[config.mk]
export PLATFORM = sky130hd
export DESIGN_NAME = trng_conditioner
export DESIGN_NICKNAME = d
export VERILOG_FILES = /design/src/rtl/trng_conditioner.sv
export SDC_FILE = /design/constraint.sdc
export NUM_CORES = 1
export LEC_CHECK = 0
export CORE_AREA = 3 3 93 95
export CTS_BUF_LIST = sky130_fd_sc_hd__clkbuf_2 sky130_fd_sc_hd__clkbuf_4 sky130_fd_sc_hd__clkbuf_8
export DETAILED_ROUTE_END_ITERATION = 16
export DIE_AREA = 0 0 96 98
export PLACE_DENSITY = 0.7
export SLEW_MARGIN = 20
export SYNTH_ARGS = -nofsm -noshare
export SYNTH_HDL_FRONTEND = slang
export SYNTH_SLANG_ARGS = --single-unit
[constraint.sdc]
create_clock -name clk -period 4.25 [get_ports clk]
set_input_delay 0.425 -clock clk [delete_from_list [all_inputs] [get_ports clk]]
set_output_delay 0.425 -clock clk [all_outputs]
set_load 0.01 [all_outputs]
[src/rtl/trng_conditioner.sv]
// Raw entropy conditioner: repetition-count health test, optional von Neumann
// debiasing, MSB-first word assembly and a small first-word-fall-through FIFO.
module trng_conditioner #(
    parameter int OUT_WIDTH  = 8,
    parameter int FIFO_DEPTH = 4,
    parameter int REP_LIMIT  = 32
) (
    input  logic                               clk,
    input  logic                               reset,
    input  logic                               raw_bit,
    input  logic                               raw_valid,
    input  logic                               debias_en,
    input  logic                               clear_fail,
    output logic [OUT_WIDTH-1:0]               rand_out,
    output logic                               rand_valid,
    input  logic                               rand_ready,
    output logic [$clog2(FIFO_DEPTH+1)-1:0]    fifo_count,
    output logic                               health_fail,
    output logic                               overrun
);

    localparam int AW = $clog2(FIFO_DEPTH);
    localparam int CW = $clog2(FIFO_DEPTH + 1);

    typedef enum logic {EMPTY, HELD} db_state_t;

    db_state_t              db_state_reg, db_state_next;
    logic                   held_reg, held_next;
    logic                   debias_prev_reg;
    logic                   prev_bit_reg;
    logic [7:0]             run_reg, run_new;
    logic [OUT_WIDTH-1:0]   word_reg, shifted;
    logic [5:0]             bit_cnt_reg;
    logic [OUT_WIDTH-1:0]   mem [FIFO_DEPTH];
    logic [AW-1:0]          wr_ptr_reg, rd_ptr_reg, rd_ptr_next;
    logic [CW-1:0]          count_reg, count_next;
    logic [OUT_WIDTH-1:0]   head_reg;
    logic                   valid_reg, health_fail_reg, overrun_reg;

    logic live, trip, mode_change, accept, acc_bit, word_done;
    logic pop, full, push, drop;

    always_comb begin
        run_new       = (run_reg != 8'd0 && raw_bit == prev_bit_reg) ? run_reg + 8'd1 : 8'd1;
        live          = raw_valid && !health_fail_reg && !clear_fail;
        trip          = live && (run_new == 8'(REP_LIMIT));
        mode_change   = (debias_en != debias_prev_reg);
        accept        = 1'b0;
        acc_bit       = raw_bit;
        db_state_next = db_state_reg;
        held_next     = held_reg;
        if (mode_change)
            db_state_next = EMPTY;
        if (live && !trip) begin
            if (!debias_en) begin
                accept = 1'b1;
            end else if (!mode_change) begin
                // A sample arriving on a mode-switch edge is dropped so pairs never straddle modes.
                if (db_state_reg == EMPTY) begin
                    db_state_next = HELD;
                    held_next     = raw_bit;
                end else begin
                    db_state_next = EMPTY;
                    if (held_reg != raw_bit) begin
                        accept  = 1'b1;
                        acc_bit = held_reg;
                    end
                end
            end
        end
        if (trip || clear_fail)
            db_state_next = EMPTY;

        word_done = accept && (bit_cnt_reg == 6'(OUT_WIDTH - 1));
        shifted   = {word_reg[OUT_WIDTH-2:0], acc_bit};

        pop         = valid_reg && rand_ready;
        full        = (count_reg == CW'(FIFO_DEPTH));
        push        = word_done && (!full || pop);
        drop        = word_done && full && !pop;
        rd_ptr_next = pop ? rd_ptr_reg + AW'(1) : rd_ptr_reg;
        count_next  = count_reg;
        if (push && !pop)
            count_next = count_reg + CW'(1);
        else if (pop && !push)
            count_next = count_reg - CW'(1);
    end

    always_ff @(posedge clk) begin
        if (push)
            mem[wr_ptr_reg] <= shifted;
    end

    always_ff @(posedge clk) begin
        if (reset) begin
            db_state_reg    <= EMPTY;
            held_reg        <= 1'b0;
            debias_prev_reg <= debias_en;
            prev_bit_reg    <= 1'b0;
            run_reg         <= 8'd0;
            word_reg        <= '0;
            bit_cnt_reg     <= 6'd0;
            wr_ptr_reg      <= '0;
            rd_ptr_reg      <= '0;
            count_reg       <= '0;
            head_reg        <= '0;
            valid_reg       <= 1'b0;
            health_fail_reg <= 1'b0;
            overrun_reg     <= 1'b0;
        end else begin
            debias_prev_reg <= debias_en;
            db_state_reg    <= db_state_next;
            held_reg        <= held_next;
            if (clear_fail) begin
                health_fail_reg <= 1'b0;
                run_reg         <= 8'd0;
                word_reg        <= '0;
                bit_cnt_reg     <= 6'd0;
            end else if (live) begin
                prev_bit_reg <= raw_bit;
                if (trip) begin
                    health_fail_reg <= 1'b1;
                    word_reg        <= '0;
                    bit_cnt_reg     <= 6'd0;
                end else begin
                    run_reg <= run_new;
                    if (accept) begin
                        word_reg    <= shifted;
                        bit_cnt_reg <= word_done ? 6'd0 : bit_cnt_reg + 6'd1;
                    end
                end
            end

            if (push)
                wr_ptr_reg <= wr_ptr_reg + AW'(1);
            rd_ptr_reg  <= rd_ptr_next;
            count_reg   <= count_next;
            valid_reg   <= (count_next != '0);
            overrun_reg <= overrun_reg | drop;
            // Head register is the registered RAM read at the next read pointer, with write bypass.
            if (count_next == '0)
                head_reg <= '0;
            else if (push && wr_ptr_reg == rd_ptr_next)
                head_reg <= shifted;
            else
                head_reg <= mem[rd_ptr_next];
        end
    end

    assign rand_out    = head_reg;
    assign rand_valid  = valid_reg;
    assign fifo_count  = count_reg;
    assign health_fail = health_fail_reg;
    assign overrun     = overrun_reg;

endmodule
==> metrics list, run 1 <==
- Result of the run: completed
* Number of clock buffers inserted by TritonCTS: 9
- EDFF count, synth: 32
- Maximum level of the CTS H-tree: 3
- For this run, the total global-route usage over all layers was measured as 0.156.
- Yosys instantiated no cell more often than dfxtp_1.
- Yosys warning total: 0
- Critical path data required time: 4.51 ns
- Entering global routing, the biggest net connects 24 pins.
- Prior to clock tree synthesis, the placed netlist has a worst setup slack of 0.955 ns.
- Setup TNS: 0 ns
* Min-Delay Path Depth: 2
- The via count of the first global-routing pass is 2,281.
- Before antenna repair, the detailed router went through 4 iterations.
* Final GP Congestion: 0.819
- Simple logic cell fraction of the synthesized area: 0.157
- Final Routed Wirelength: 6690 µm
- Headroom to the max-slew limit came out at 0.365.
* Floorplan die area: 9410 µm²
- # nets final: 347
* Depth of the worst register-to-register path: 7
* FMAX: 332 MHz
* Worst Setup Path Type: reg -> reg
- The biggest area contributor in the post-synthesis netlist is edfxtp_1.
- Main combinational cell family by area after synthesis: simple AND/OR/NAND/NOR gates
* HPWL after detailed placement: 4590 µm
* Area growth from synthesis to layout: 12.6%
* Starting Density: 0.450
* Xor/xnor cell area share of the yosys netlist: 0.0196
- Once the clock tree was built, the setup fixing pass inserted 0 buffers.
- In the synthesized netlist, the number of instances is 310.
- Measured along the y axis, the die boundary spans 98 µm.
* Async set-or-reset flop fraction in the synthesized netlist: 0
- Clk root buf: clkbuf_8
- Worst reg2reg path endpoint: bit_cnt_reg[4]$_SDFFE_PP0P_
* RSZ-0062 raised after global routing: no
- The complex-gate fraction of the synthesized area is 0.144.
- Crit. End Element: flop
- Number of flip-flops in the largest register: 32
* Count of distinct cell types in the synthesized netlist: 63
- After detailed placement, the design holds a cell count of 421.
* Max_cap viols: 0
- Row generation in the floorplan step produced 32 rows.
- After layout, the worst setup slack is 1.24 ns.
- Minimum clock period: 3.01 ns
- Detailed-route vias per instance: 5.52
- Counting instances in the post-synthesis netlist gives the leading cell types as dfxtp_1, nor2_1, edfxtp_1, a21oi_1, nand2_1.
* Post-synthesis net count: 327
- Post-CTS repair changed the size of 0 cells.
- Critical-path maximum fanout: 13
- Launch instance of the worst register-to-register path: run_reg[3]$_SDFFE_PP0N_
* Residual antenna-violating net count after detailed routing: 0
- Area of the placeable core: 7810 µm²
- Final core utilization: 0.507
* Clock network latency to the later pin of the worst-skew pair: 0.35 ns
* Diode insertion count for antenna repair: 0
* Biggest area contributors in the synthesized netlist: edfxtp_1, dfxtp_1, mux2i_1, nor2_1, ha_1
- Final setup fails: 0
* Initial antenna violation count: 0
- For this design, the sink count on the clock tree is 75.
* I/O pin count: 21
- Port buffering added 20 buffers.
- Dominant register cell in the synthesized netlist: dfxtp_1
- Share of synthesized area spent on multiplexers: 0.0947
- For this run, the register share of the synthesized area comes to 0.518.
- For flop-to-flop paths, the worst setup slack is 1.24 ns.
- Grt total ovfl: 0
- Summing every instance area after synthesis gives 3510 µm².
- Of the available clock period, the critical path in the final layout requires 0.708.
- In the final routed layout, each cell accounts on average for 15.3 µm.
- Clock-pin slew was measured on the worst setup and hold paths at 0.09 ns.
- For this run, the number of standard cells in the final layout without fillers is 437.
* Fin. Hold Viols: 0
- STA classifies the critical path startpoint as a flop.
* Pwr dens: 367 nW/µm²
- The average instance in the mapped netlist occupies 11.3 µm².
- Area share of fa/ha/maj cells after synthesis: 0.0356
* Peak supply drop: 0.156 mV
* Drt drc: 0
- The final number of max-transition violations came to 0.
- In this run the static leakage power is 1.46 nW.
- In this run the deepest clock path goes through 2 buffers.
- Global-route wire length before repair: 11,500 µm
* Hold bufs inserted after CTS: 0
- Beginning of the worst hold path: prev_bit_reg$_SDFFE_PP0P_
* Iter 0 DRT Violations: 166
- Post-route clock skew: 0.0144 ns
* Area share of the largest cell type after synthesis: 0.273
- Arrival time worst endpoint: 3.26 ns
* Endpoint, Worst Hold: prev_bit_reg$_SDFFE_PP0P_
- Proportion of layout cells with a drive suffix above 1: 0.131
* Slew at the pin with the worst max-slew slack: 0.949 ns
* TritonCTS clock tree: yes
- Synthesis inferred 75 register bits.
- Kind of path behind the tightest hold check: reg -> reg
- DIE WIDTH: 96 µm
* Vias after detailed routing: 2,414
==> cells in the final DEF (no fill, tap or decap), types with 2 or more instances in the layout <==
| cell | instances |
|---|---|
| ha_1 | 10 |
| o21a_1 | 4 |
| nor2_1 | 34 |
| nand4_1 | 2 |
| a22oi_1 | 8 |
| or2_2 | 2 |
| clkdlybuf4s50_1 | 20 |
| dfxtp_1 | 43 |
| nand3_1 | 9 |
| clkbuf_8 | 9 |
| o21ai_0 | 12 |
| or4_4 | 2 |
| mux4_1 | 3 |
| inv_6 | 3 |
| a211oi_1 | 3 |
| xnor2_1 | 2 |
| edfxtp_1 | 32 |
| inv_1 | 9 |
| nand3b_1 | 4 |
| a211oi_2 | 2 |
| mux2i_1 | 13 |
| a21oi_1 | 24 |
| nand2_1 | 17 |
| and2_1 | 6 |
| mux4_2 | 5 |
| nor4_1 | 2 |
| nor3_1 | 7 |
| nor2b_1 | 2 |
| and3_1 | 5 |
| xor2_1 | 4 |
| o211ai_1 | 2 |
==> how the worst max path moves through the flow <==
stage / cells after the start / endpoint / startpoint
after floorplan: 8 / rand_out[1]$_SDFF_PP0_ / run_reg[0]$_SDFFE_PP0N_
after global placement: 8 / bit_cnt_reg[4]$_SDFFE_PP0P_ / raw_bit
after detailed placement: 8 / bit_cnt_reg[4]$_SDFFE_PP0P_ / raw_bit
after CTS: 7 / bit_cnt_reg[4]$_SDFFE_PP0P_ / run_reg[2]$_SDFFE_PP0N_
after global routing: 7 / bit_cnt_reg[4]$_SDFFE_PP0P_ / run_reg[3]$_SDFFE_PP0N_
final: 7 / bit_cnt_reg[4]$_SDFFE_PP0P_ / run_reg[3]$_SDFFE_PP0N_
==> final cells by class <==
type / count / area (µm²)
Fill cell: 705 / 3850
Sequential cell: 75 / 1820
Multi-Input combinational cell: 214 / 1580
Timing Repair Buffer: 21 / 208
Tap cell: 102 / 128
Clock buffer: 9 / 124
Clock inverter: 7 / 58.8
Inverter: 9 / 33.8
==> stage by stage <==
stage | area (µm²) | hold WS [ns] | power, W
floorplan | 3510 | 0.446 | 0.000906
global placement | 3770 | 0.452 | 0.000956
detailed placement | 3770 | 0.457 | 0.000959
CTS | 3960 | 0.475 | 0.00147
global route | 3960 | 0.498 | 0.00152
finish | 3960 | 0.475 | 0.00145
==> cells by family after synthesis <==
kind of cell,Yosys count
fa+ha+maj,10
mux,22
compound gates,71
buf+inv,21
flops,75
xor+xnor,7
simple gates,104
==> critical path, cell delays in order (launching register included) <==
cell	delay [ns]
dfxtp_1	0.50
nand2_1	0.14
o21a_1	0.24
o2111ai_1	0.54
nand2_1	0.42
nor2_1	0.65
a41oi_1	0.20
a211oi_1	0.23
==> routing by layer <==
| layer | part of all wire | up-vias | global-route usage | wire length [µm] |
|---|---|---|---|---|
| met2 | 0.48 | 34 | 0.236 | 3210 |
| met4 | 0.0072 | 0 | 0.0383 | 48 |
| met3 | 0.033 | 4 | 0.0439 | 224 |
| met1 | 0.48 | 1178 | 0.220 | 3210 |
| li1 | - | 1198 | - | - |
| met5 | 0 | - | 0 | 0 |
==> report_power, final <==
part | total, W | switching, W | internal (W)
logic | 0.000169 | 0.0000926 | 0.0000766
registers | 0.000773 | 0.0000150 | 0.000758
clock network | 0.000509 | 0.000287 | 0.000222
total | 0.00145 | 0.000395 | 0.00106
Power figures use the tool's default switching activity.
==> run 2, diff against run 1 <==
--- a/config.mk
+++ b/config.mk
@@ -9,7 +9,7 @@
 export CTS_BUF_LIST = sky130_fd_sc_hd__clkbuf_2 sky130_fd_sc_hd__clkbuf_4 sky130_fd_sc_hd__clkbuf_8
 export DETAILED_ROUTE_END_ITERATION = 16
 export DIE_AREA = 0 0 96 98
-export PLACE_DENSITY = 0.7
+export PLACE_DENSITY = 0.72
 export SLEW_MARGIN = 20
 export SYNTH_ARGS = -nofsm -noshare
 export SYNTH_HDL_FRONTEND = slang
==> constraint.sdc (replaced) <==
create_clock -name clk -period 2.7 [get_ports clk]
set_input_delay 0.27 -clock clk [delete_from_list [all_inputs] [get_ports clk]]
set_output_delay 0.27 -clock clk [all_outputs]
set_load 0.01 [all_outputs]
==> metrics list, run 2 (same netlist as run 1, synthesis figures left out) <==
- Startpoint of the most critical setup path: run_reg[3]$_SDFFE_PP0N_
- The last weighted congestion value of the routability-driven placer is 0.864 (+5.5%).
* Highest cell delay on the worst timing path: 0.54 ns (-0.11 ns)
* Largest net degree at the start of global routing: 24 (unchanged)
- The worst slew slack as a fraction of its limit is 0.557 (+0.191).
- The worst clock skew on the final layout was 0.0133 ns (-0.00107 ns).
- The worst setup path is captured at a flop.
- Max_cap viols: 0 (unchanged)
* Setup TNS: 0 ns (unchanged)
- STA classifies the critical path startpoint as a flop.
- Clock slew seen by the registers of the worst setup and hold paths: 0.09 ns (about the same)
- The flow ran to the end, and the final reports show no timing, DRC or antenna violations.
- Worst Setup Path Type: reg -> reg
* Most frequent cells in the layout: dfxtp_1, nor2_1, edfxtp_1
* Launch instance of the worst register-to-register path: run_reg[3]$_SDFFE_PP0N_
- The final core area utilization was 0.531 (+0.0242).
- The detail-routed via count per cell is 5.42 (-1.9%).
- Peak supply drop: 0.202 mV (+29%)
* Number of I/O port buffers: 20 (unchanged)
- The worst hold path begins at run_reg[0]$_SDFFE_PP0N_.
- Initial antenna violation count: 0 (unchanged)
- The transition time at the pin with the least slew margin is 0.662 ns (-0.287 ns).
- The largest driver fanout on the critical path came to 9 (-4).
- The cell family contributing the most delay on the critical path is simple AND/OR/NAND/NOR gates.
* Drt wl/cell: 15.1 µm (-1.4%)
- The initial core utilization came to 0.450 (unchanged).
- The cell leakage power came to 1.54 nW (+6.0%).
- Proportion of layout cells with a drive suffix above 1: 0.181 (+0.0497)
* Number of clock buffers inserted by TritonCTS: 9 (unchanged)
- The CTS sink count was 75 (unchanged).
- The buffering stage count on the worst path with inverters included was 1 (+1).
* Final critical-path share of the clock period: 0.973 (+0.266)
- The total power draw was 0.00249 W (+71%).
- TritonCTS built the clock tree.
- Final max-slew violation count: 0 (unchanged)
- Floorplan die height: 98 µm (unchanged)
- Cell-by-cell trace of the critical path: nand2_1 > o21a_1 > o2111a_4 > buf_4 > or4_4 > or3b_1 > a21oi_1
* Fillers: 680 (-3.5%)
* Residual antenna-violating net count after detailed routing: 0 (unchanged)
* Hold bufs inserted after CTS: 0 (unchanged)
* Buffer depth of the longest clock path: 2 (unchanged)
- Clk root buf: clkbuf_8
- Final setup fails: 0 (unchanged)
- FMAX: 380 MHz (+14%)
- The sum of net half-perimeters after detailed placement came to 4760 µm (+3.7%).
- RSZ-0062 raised after global routing: no
* Vias after detailed routing: 2,439 (+1.0%)
- The worst path required time was 2.98 ns (-1.53 ns).
- Grt total ovfl: 0 (unchanged)
* Drt drc: 0 (unchanged)
- The total iterations of the first detailed-routing run is 4 (unchanged).
* Fin. Hold Viols: 0 (unchanged)
- Iter 0 DRT Violations: 138 (-17%)
* I/O pin count: 21 (unchanged)
- Kind of path behind the tightest hold check: reg -> reg
- The number of levels the H-tree was split into was 3 (unchanged).
* # rows: 32 (unchanged)
- Clock network latency to the later pin of the worst-skew pair: 0.35 ns (about the same)
- The number of flip-flops under the largest register name was 32 (unchanged).
- The post-layout worst setup margin came to 0.0719 ns (-1.17 ns).
* Minimum clock period: 2.63 ns (-0.379 ns)
- The power density relative to cell area is 600 nW/µm² (+64%).
- Slowest cell on the critical path: or4_4
- Floorplan die area: 9410 µm² (unchanged)
- The number of diodes added for antenna fixing came to 0 (unchanged).
* Most common library cell in the layout ignoring fill and taps: dfxtp_1
* Area growth from synthesis to layout: 18.0%
* Global-route wire length before repair: 11,400 µm (-1.0%)
- The global-route total usage across every layer came to 0.154 (-0.00205).
- The worst setup slack before clock tree synthesis is -0.107 ns (-1.06 ns).
- DIE WIDTH: 96 µm (unchanged)
- Number of global-route vias before repair: 2,328 (+2.1%)
- Arrival time worst endpoint: 2.90 ns (-0.36 ns)
- Area of the placeable core: 7810 µm² (unchanged)
- # nets final: 360 (+3.7%)
- The overall routed net length is 6800 µm (+1.6%).
## run 2: metrics by stage
stage | hold slack [ns] | cell area, µm² | std cells
after floorplan | 0.298 | 3510 | 310
after global placement | 0.451 | 3860 | 433
after detailed placement | 0.455 | 3860 | 433
after CTS | 0.486 | 4090 | 449
after global routing | 0.513 | 4150 | 450
final | 0.491 | 4150 | 450
## run 2: routing by layer
metal | share of wire | GRT usage | vias to the layer above
met1 | 0.47 | 0.213 | 1163
met2 | 0.47 | 0.229 | 44
met5 | 0 | 0 | -
met4 | 0.012 | 0.0613 | 0
met3 | 0.041 | 0.0378 | 7
li1 | - | - | 1225
## run 2: final cells by class
class | count | area, µm² | area share
clock inverter | 7 | 104 | 0.0250
inverter | 9 | 33.8 | 0.00815
clock buffer | 9 | 124 | 0.0299
timing repair buffer | 34 | 305 | 0.0736
multi-input combinational | 214 | 1630 | 0.393
tap | 102 | 128 | 0.0308
sequential | 75 | 1820 | 0.440
## run 2: worst paths after layout
kind                                 end  cells after the start  slack [ns]
max reg2reg  bit_cnt_reg[3]$_SDFFE_PP0P_                      7        0.07
min reg2reg      run_reg[0]$_SDFFE_PP0N_                      1        0.49
min              run_reg[0]$_SDFFE_PP0N_                      1        0.49
max          bit_cnt_reg[3]$_SDFFE_PP0P_                      7        0.07
## run 2: what timing repair did
action,CTS,global route
endpoints found under the setup margin,0,25
hold endpoints to repair,0,0
setup buffers,0,1
gates resized for setup,0,8
## run 2: power breakdown
group | leakage (nW) | switching [W] | total [W] | internal (W)
registers | 0.634 | 0.0000233 | 0.00122 | 0.00119
logic | 0.793 | 0.000152 | 0.000289 | 0.000137
clock network | 0.115 | 0.000447 | 0.000983 | 0.000535
## run 2: worst register-to-register path: stages (launching register included)
cell and delay, ns:
dfxtp_1 0.53, nand2_1 0.17, o21a_1 0.28, o2111a_4 0.36
buf_4 0.15, or4_4 0.54, or3b_1 0.39, a21oi_1 0.14
